## src/rtl/fft_frame_adapter.sv

```systemverilog
// Stream-to-frame adapter around fft_core_top: gathers N samples into a parallel frame,
// runs the core once per frame, then replays the parallel result as a stream in index order.
module fft_frame_adapter #(
    parameter int N       = 16,
    parameter int WIDTH   = 16,
    parameter int TIMEOUT = 1024,
    localparam int IW     = (N > 1) ? $clog2(N) : 1,
    localparam int TW     = (TIMEOUT > 1) ? $clog2(TIMEOUT) : 1
) (
    input  logic                 clk,
    input  logic                 rst,
    input  logic                 s_valid,
    output logic                 s_ready,
    input  logic [WIDTH-1:0]     s_real,
    input  logic [WIDTH-1:0]     s_imag,
    output logic                 core_start,
    output logic [N*WIDTH-1:0]   core_in_real,
    output logic [N*WIDTH-1:0]   core_in_imag,
    input  logic                 core_done,
    input  logic [N*WIDTH-1:0]   core_out_real,
    input  logic [N*WIDTH-1:0]   core_out_imag,
    output logic                 m_valid,
    input  logic                 m_ready,
    output logic [WIDTH-1:0]     m_real,
    output logic [WIDTH-1:0]     m_imag,
    output logic [IW-1:0]        m_index,
    output logic                 m_last,
    output logic                 busy,
    output logic                 err,
    output logic [1:0]           state_dbg
);

    // Both streams use the same handshake: a transfer happens on a rising edge where
    // valid and ready are both high; once valid is raised, the payload and valid hold
    // unchanged until that transfer, and ready may toggle freely without side effects.

    typedef enum logic [1:0] {
        FILL  = 2'd0,
        START = 2'd1,
        WAIT  = 2'd2,
        DRAIN = 2'd3
    } state_t;

    state_t               state;
    state_t               state_nxt;
    logic [IW-1:0]        cnt;
    logic [TW-1:0]        wcnt;
    logic [N*WIDTH-1:0]   in_real;
    logic [N*WIDTH-1:0]   in_imag;
    logic [N*WIDTH-1:0]   out_real;
    logic [N*WIDTH-1:0]   out_imag;
    logic [IW-1:0]        idx_nxt;
    logic                 last_in;
    logic                 timeout_hit;

    assign last_in      = (cnt == IW'(N - 1));
    assign timeout_hit  = (wcnt == TW'(TIMEOUT - 1));
    assign idx_nxt      = m_index + IW'(1);
    assign core_in_real = in_real;
    assign core_in_imag = in_imag;
    assign state_dbg    = state;

    always_ff @(posedge clk or negedge rst) begin
        if (!rst) begin
            state <= FILL;
        end else begin
            state <= state_nxt;
        end
    end

    always_comb begin
        state_nxt  = state;
        s_ready    = 1'b0;
        core_start = 1'b0;
        busy       = 1'b0;
        case (state)
            FILL: begin
                s_ready = 1'b1;
                if (s_valid && last_in) begin
                    state_nxt = START;
                end
            end
            START: begin
                core_start = 1'b1;
                busy       = 1'b1;
                state_nxt  = WAIT;
            end
            WAIT: begin
                busy = 1'b1;
                // A done arriving on the final allowed cycle still wins over the timeout.
                if (core_done) begin
                    state_nxt = DRAIN;
                end else if (timeout_hit) begin
                    state_nxt = FILL;
                end
            end
            DRAIN: begin
                busy = 1'b1;
                if (m_ready && m_last) begin
                    state_nxt = FILL;
                end
            end
            default: state_nxt = FILL;
        endcase
    end

    always_ff @(posedge clk or negedge rst) begin
        if (!rst) begin
            cnt      <= '0;
            wcnt     <= '0;
            in_real  <= '0;
            in_imag  <= '0;
            out_real <= '0;
            out_imag <= '0;
            m_valid  <= 1'b0;
            m_real   <= '0;
            m_imag   <= '0;
            m_index  <= '0;
            m_last   <= 1'b0;
            err      <= 1'b0;
        end else begin
            case (state)
                FILL: begin
                    if (s_valid) begin
                        in_real[int'(cnt)*WIDTH +: WIDTH] <= s_real;
                        in_imag[int'(cnt)*WIDTH +: WIDTH] <= s_imag;
                        cnt <= last_in ? '0 : cnt + IW'(1);
                    end
                end
                START: begin
                    wcnt <= '0;
                end
                WAIT: begin
                    wcnt <= wcnt + TW'(1);
                    if (core_done) begin
                        out_real <= core_out_real;
                        out_imag <= core_out_imag;
                        m_valid  <= 1'b1;
                        m_real   <= core_out_real[WIDTH-1:0];
                        m_imag   <= core_out_imag[WIDTH-1:0];
                        m_index  <= '0;
                        m_last   <= (N == 1);
                    end else if (timeout_hit) begin
                        err <= 1'b1;
                    end
                end
                DRAIN: begin
                    if (m_ready) begin
                        if (m_last) begin
                            m_valid <= 1'b0;
                            m_last  <= 1'b0;
                            m_index <= '0;
                        end else begin
                            m_real  <= out_real[int'(idx_nxt)*WIDTH +: WIDTH];
                            m_imag  <= out_imag[int'(idx_nxt)*WIDTH +: WIDTH];
                            m_index <= idx_nxt;
                            m_last  <= (idx_nxt == IW'(N - 1));
                        end
                    end
                end
                default: ;
            endcase
        end
    end

endmodule

```

## config.mk

```make
export PLATFORM = sky130hd
export DESIGN_NAME = fft_frame_adapter
export DESIGN_NICKNAME = d
export VERILOG_FILES = /design/src/rtl/fft_frame_adapter.sv
export SDC_FILE = /design/constraint.sdc
export NUM_CORES = 2
export LEC_CHECK = 0
export CAP_MARGIN = 20
export CORE_AREA = 2 2 424 426
export CTS_BUF_LIST = sky130_fd_sc_hd__clkbuf_8
export DETAILED_ROUTE_END_ITERATION = 8
export DIE_AREA = 0 0 426 428
export PLACE_DENSITY = 0.55
export SLEW_MARGIN = 20
export SYNTH_ARGS = -nofsm -noshare
export SYNTH_HDL_FRONTEND = slang
export SYNTH_SLANG_ARGS = --single-unit
```

## constraint.sdc

```tcl
create_clock -name clk -period 8.3 [get_ports clk]
set_input_delay 1.66 -clock clk [delete_from_list [all_inputs] [get_ports clk]]
set_output_delay 1.66 -clock clk [all_outputs]
set_load 0.005 [all_outputs]
```

# Word-level counts from Yosys, hierarchy flattened
# Index checks and enable logic that the tools add are counted.
# word_totals
reg_bits	1079
in_bits	549
out_inout_bits	556
# classes
n_addsub	4
eq_ne	13
n_shift	5
muxes	32
bitwise_logic	1
reduce_logical	13
# ops
cell	count
bitwise mux 256 bit	2
indexed part select 16 x 33 -> 256 bit	2
indexed part select 256 x 9 -> 16 bit	2
variable shift 16 x 33 -> 256 bit, first input constant	1
2-to-1 mux 16 bit	6
case mux 16 bit (2 select lines)	2
negation 8 -> 33 bit	1
case mux 10 bit (2 select lines)	1
2-to-1 mux 4 bit	4
inequality test 2 bit, second input constant	6
adder 10 x 1 -> 10 bit, second input constant	1
equality test 10 bit, second input constant	1
2-to-1 mux 1 bit	9
AND reduction 3 bit	3
adder 4 x 1 -> 4 bit, second input constant	2
equality test 4 bit, second input constant	2
2-to-1 mux 2 bit	4
case mux 2 bit (4 select lines)	1
case mux 4 bit (2 select lines)	1
AND reduction 4 bit	2
equality test 2 bit, second input constant	2
case mux 1 bit (2 select lines)	2
AND reduction 2 bit	2
nonzero test 2 bit	2
6 further kinds	7

# Logic depth before layout (Yosys ltp)
# depth
ltp_word	5
depth_mapped	11

# Worst setup path before layout
# Ideal clock, no wire load.
# synth_path
kind	input-to-reg
start	in core_done
end	reg out_real[217]
arrival_time_ns	2.853
t_required_ns	8.175
setup_slack_ns	5.322
stages	4
path_cell_list	nand2_1 -> clkbuf_1 -> clkbuf_1 -> mux2_2
# synth_via
elab_chain_cells	1
# synth_lines
element	line_no	text
from (decl)	19	input logic core_done,
AND reduction 2 bit (no line)	-	
to (signal assigned)	136	out_real <= core_out_real;
to (decl)	50	logic [N*WIDTH-1:0] out_real;
# No other way between the ends.
# A chain may end at the register's enable or synchronous reset.

# Worst setup path in the final report
# layout_path
start	reg cnt[0]
end	reg in_real[140] (netlist: core_in_real[140])
# layout_via
elab_chain_cells	3
# layout_lines
element	line_no	text
from (decl)	46	logic [IW-1:0] cnt;
from (signal assigned)	127	cnt <= last_in ? '0 : cnt + IW'(1);
negation 8 -> 33 bit (*)	125	in_real[int'(cnt)*WIDTH +: WIDTH] <= s_real;
indexed part select 16 x 33 -> 256 bit or variable shift 16 x 33 -> 256 bit (tied branches)	125	
bitwise mux 256 bit (*)	125	
to (signal, indexed assignment)	125	
to (decl)	48	logic [N*WIDTH-1:0] in_real;
# Mark *: on every way between the ends. The rest lies on a longest branch, timed or not.

==> run metrics <==
crit-path cells=inv_1 -> ha_2 -> nor3_4 -> buf_4 -> and3_2 -> nand4_1 -> o21ai_0; final core occ=35.5%; HPWL after DPL=132 mm; Max IR drop VDD=0.193 mV; RSZ-0062 raised after global routing=false; Final Skew=40.4 ps; Num CTS Buffers=193; Pre-antenna DRT Iters=8; clock power share=24.0%; number of enable flip-flop cells after synthesis=0; max-slew violation count=0; Slew headroom=23.7%; Die Area=182000 um^2; DR WL/cell=24.8 um; CP max stage cell=and3_2; CTS tree=yes; Async S/R FF share, synth=100%; Initial Util=25.4%; Die Width=426 um; Setup violations, final=0; status=completed; metal3 WL=15.5 mm; Synth warnings=0; most used flip-flop cell after synthesis=dfrtp_1; Syn Nets=4261; max incr delay on CP=1000 ps; CP arrival=5160 ps; Final Cell Area=63100 um^2; Post-CTS Setup Bufs=0; largest net degree at the start of global routing=193; Layout fillers=17900; post-cts resize count=0; most common cell after layout, fill and taps aside=clkdlybuf4s50_1; Slew @ Worst Pin=1140 ps; CTS H-tree depth=4; number of synthesized register bits=1079; IO Pins=1105; CP Launch Type=flip-flop; WL final=183 mm; CTS Hold Buffers Added=0; area post-placement=58900 um^2; initial antenna violation count=61; Antenna Nets Post-Route=0; critical path fanouts, max=64; Chip Height=428 um; Worst-Skew Late Latency=950 ps; post-synthesis sequential area ratio=59.8%; WP buf/inv=2; DR top layer=met5; Multi-input gate area=17100 um^2; Final Hold Fails=0; storage element area=27000 um^2; clock buffer depth=3; floorplan row count=155; fraction of layout cells with a size suffix above 1=22.2%; GRT Overall Usage=19.6%; Synth Instances=3701; placer's final routability congestion estimate=0.826; Cell Area, Synth=45100 um^2; Net Switching=7720 uW; grt ovf=0; kind of cell adding the most delay to the critical path=simple AND/OR/NAND/NOR gates; drt drc=0; post-DR vias/cell=4.62; First DRT Iteration DRCs=1942; sw frac=35.3%; Placeable Area=178000 um^2; Via Count=33900; Port Buffers=1104; maximum operating frequency=231 MHz; worst path required time=9140 ps; Final #Nets=5370; final setup TNS=0 ps; CTS clk-pin slew, worst paths=60 ps; Area growth, synth to finish=39.8%; met2 WL post-DR=93.3 mm; Seq pwr share=38.4%; max-cap violation count=0; Metal-1 WL=66.5 mm; first-pass GRT wire length=258 mm; Final Critical Period=4320 ps; final critical-path share of the clock period=52.1%; Setup CP Type=flip-flop to flip-flop; Worst setup EP type=flip-flop; Hold WC Path Type=flip-flop to flip-flop; Avg Cell Area, Syn=12.2 um^2; Comb power frac=37.6%; Static Leakage=0.0270 uW; CTS Sinks=1079; clock root cell=clkbuf_8; power per cell area=346 nW/um^2; Int Pwr=14100 uW; number of global-route vias before repair=34800; Synth cell types=49; most frequent cells in the layout=clkdlybuf4s50_1, dfrtp_1, nand2_1, mux2_2, o21ai_0
-- layer usage --
metal | up-vias | track usage (%)
li1 | 15300 | -
met1 | 17000 | 21.2
met2 | 1293 | 34.4
met3 | 337 | 6.98
met4 | 68 | 8.06
met5 | - | 0
-- stage by stage --
stage	instances	hold WS, ps	power, uW	setup slack (ps)
3_3_place_gp	6969	459	16700	3820
3_5_place_dp	6969	467	16900	3810
4_1_cts	7326	481	22200	3830
2_1_floorplan	3701	460	12500	5320
5_1_grt	7338	495	23200	3520
6_report	7348	474	21900	3980
-- state kept, by name, summed over array words and instances (netlist names) --
name	count
core_in_imag	256
core_in_real	256
out_imag	256
out_real	256
m_imag	16
m_real	16
wcnt	10
cnt	4
m_index	4
state_dbg	2
err	1
m_last	1
m_valid	1
-- final timing paths --
| path | endpoint | depth (start not counted) | slack, ps | start |
|---|---|---|---|---|
| min | core_in_real[118] | 2 | 470 | core_in_real[118] |
| max in group asynchronous | core_in_imag[136] | 3 | 5560 | rst |
| min reg2reg | core_in_real[118] | 2 | 470 | core_in_real[118] |
| max | core_in_real[140] | 7 | 3980 | cnt[0] |
| max reg2reg | core_in_real[140] | 7 | 3980 | cnt[0] |
| min in group asynchronous | core_in_real[186] | 1 | 760 | rst |
-- kinds of logic after synthesis --
kind of cell,share of synthesized area (%)
buffers and inverters,2.88
DFF,59.8
muxes,20.6
AOI/OAI and AO/OA,7.29
adders and majority gates,0.305
and+or+nand+nor,8.88
xor gates and xnor gates,0.175
-- final cells by class --
type                       instances  share of cell area (%)
inverter                          49                   0.291
clock buffer                     251                    5.47
timing repair buffer            1175                    18.6
sequential                      1079                    42.8
tap                             2355                    4.67
multi-input combinational       2312                    27.0
clock inverter                   106                    1.04
antenna                           21                  0.0833
-- tightest hold or removal path, cell delays in order (launching register included) --
cell     delay, ps
dfrtp_1        340
nand2_1         40
o21ai_0         60
-- synth_stat cells, types with 39 or more instances --
cell type  instances  share of area, %
dfrtp_1         1079                60
nand2_1          733               6.1
mux2_2           634                16
o21ai_0          339               3.8
clkbuf_1         197               1.6
nand3_1           84              0.93
mux2i_1           66               1.5
mux4_2            64               3.2
o31ai_1           61               1.0
nor2_1            55              0.46
buf_2             52              0.58
inv_1             47              0.39
and3_1            44              0.61
a21oi_1           39              0.43
-- power by group through the flow --
stage	combinational, uW	sequential [uW]	clock, uW
floorplan	4390	8140	0
global placement	8260	8390	0
detailed placement	8400	8470	0
CTS	8420	8390	5440
global route	8900	8610	5670
finish	8220	8380	5250
Power figures use the tool's default switching activity.
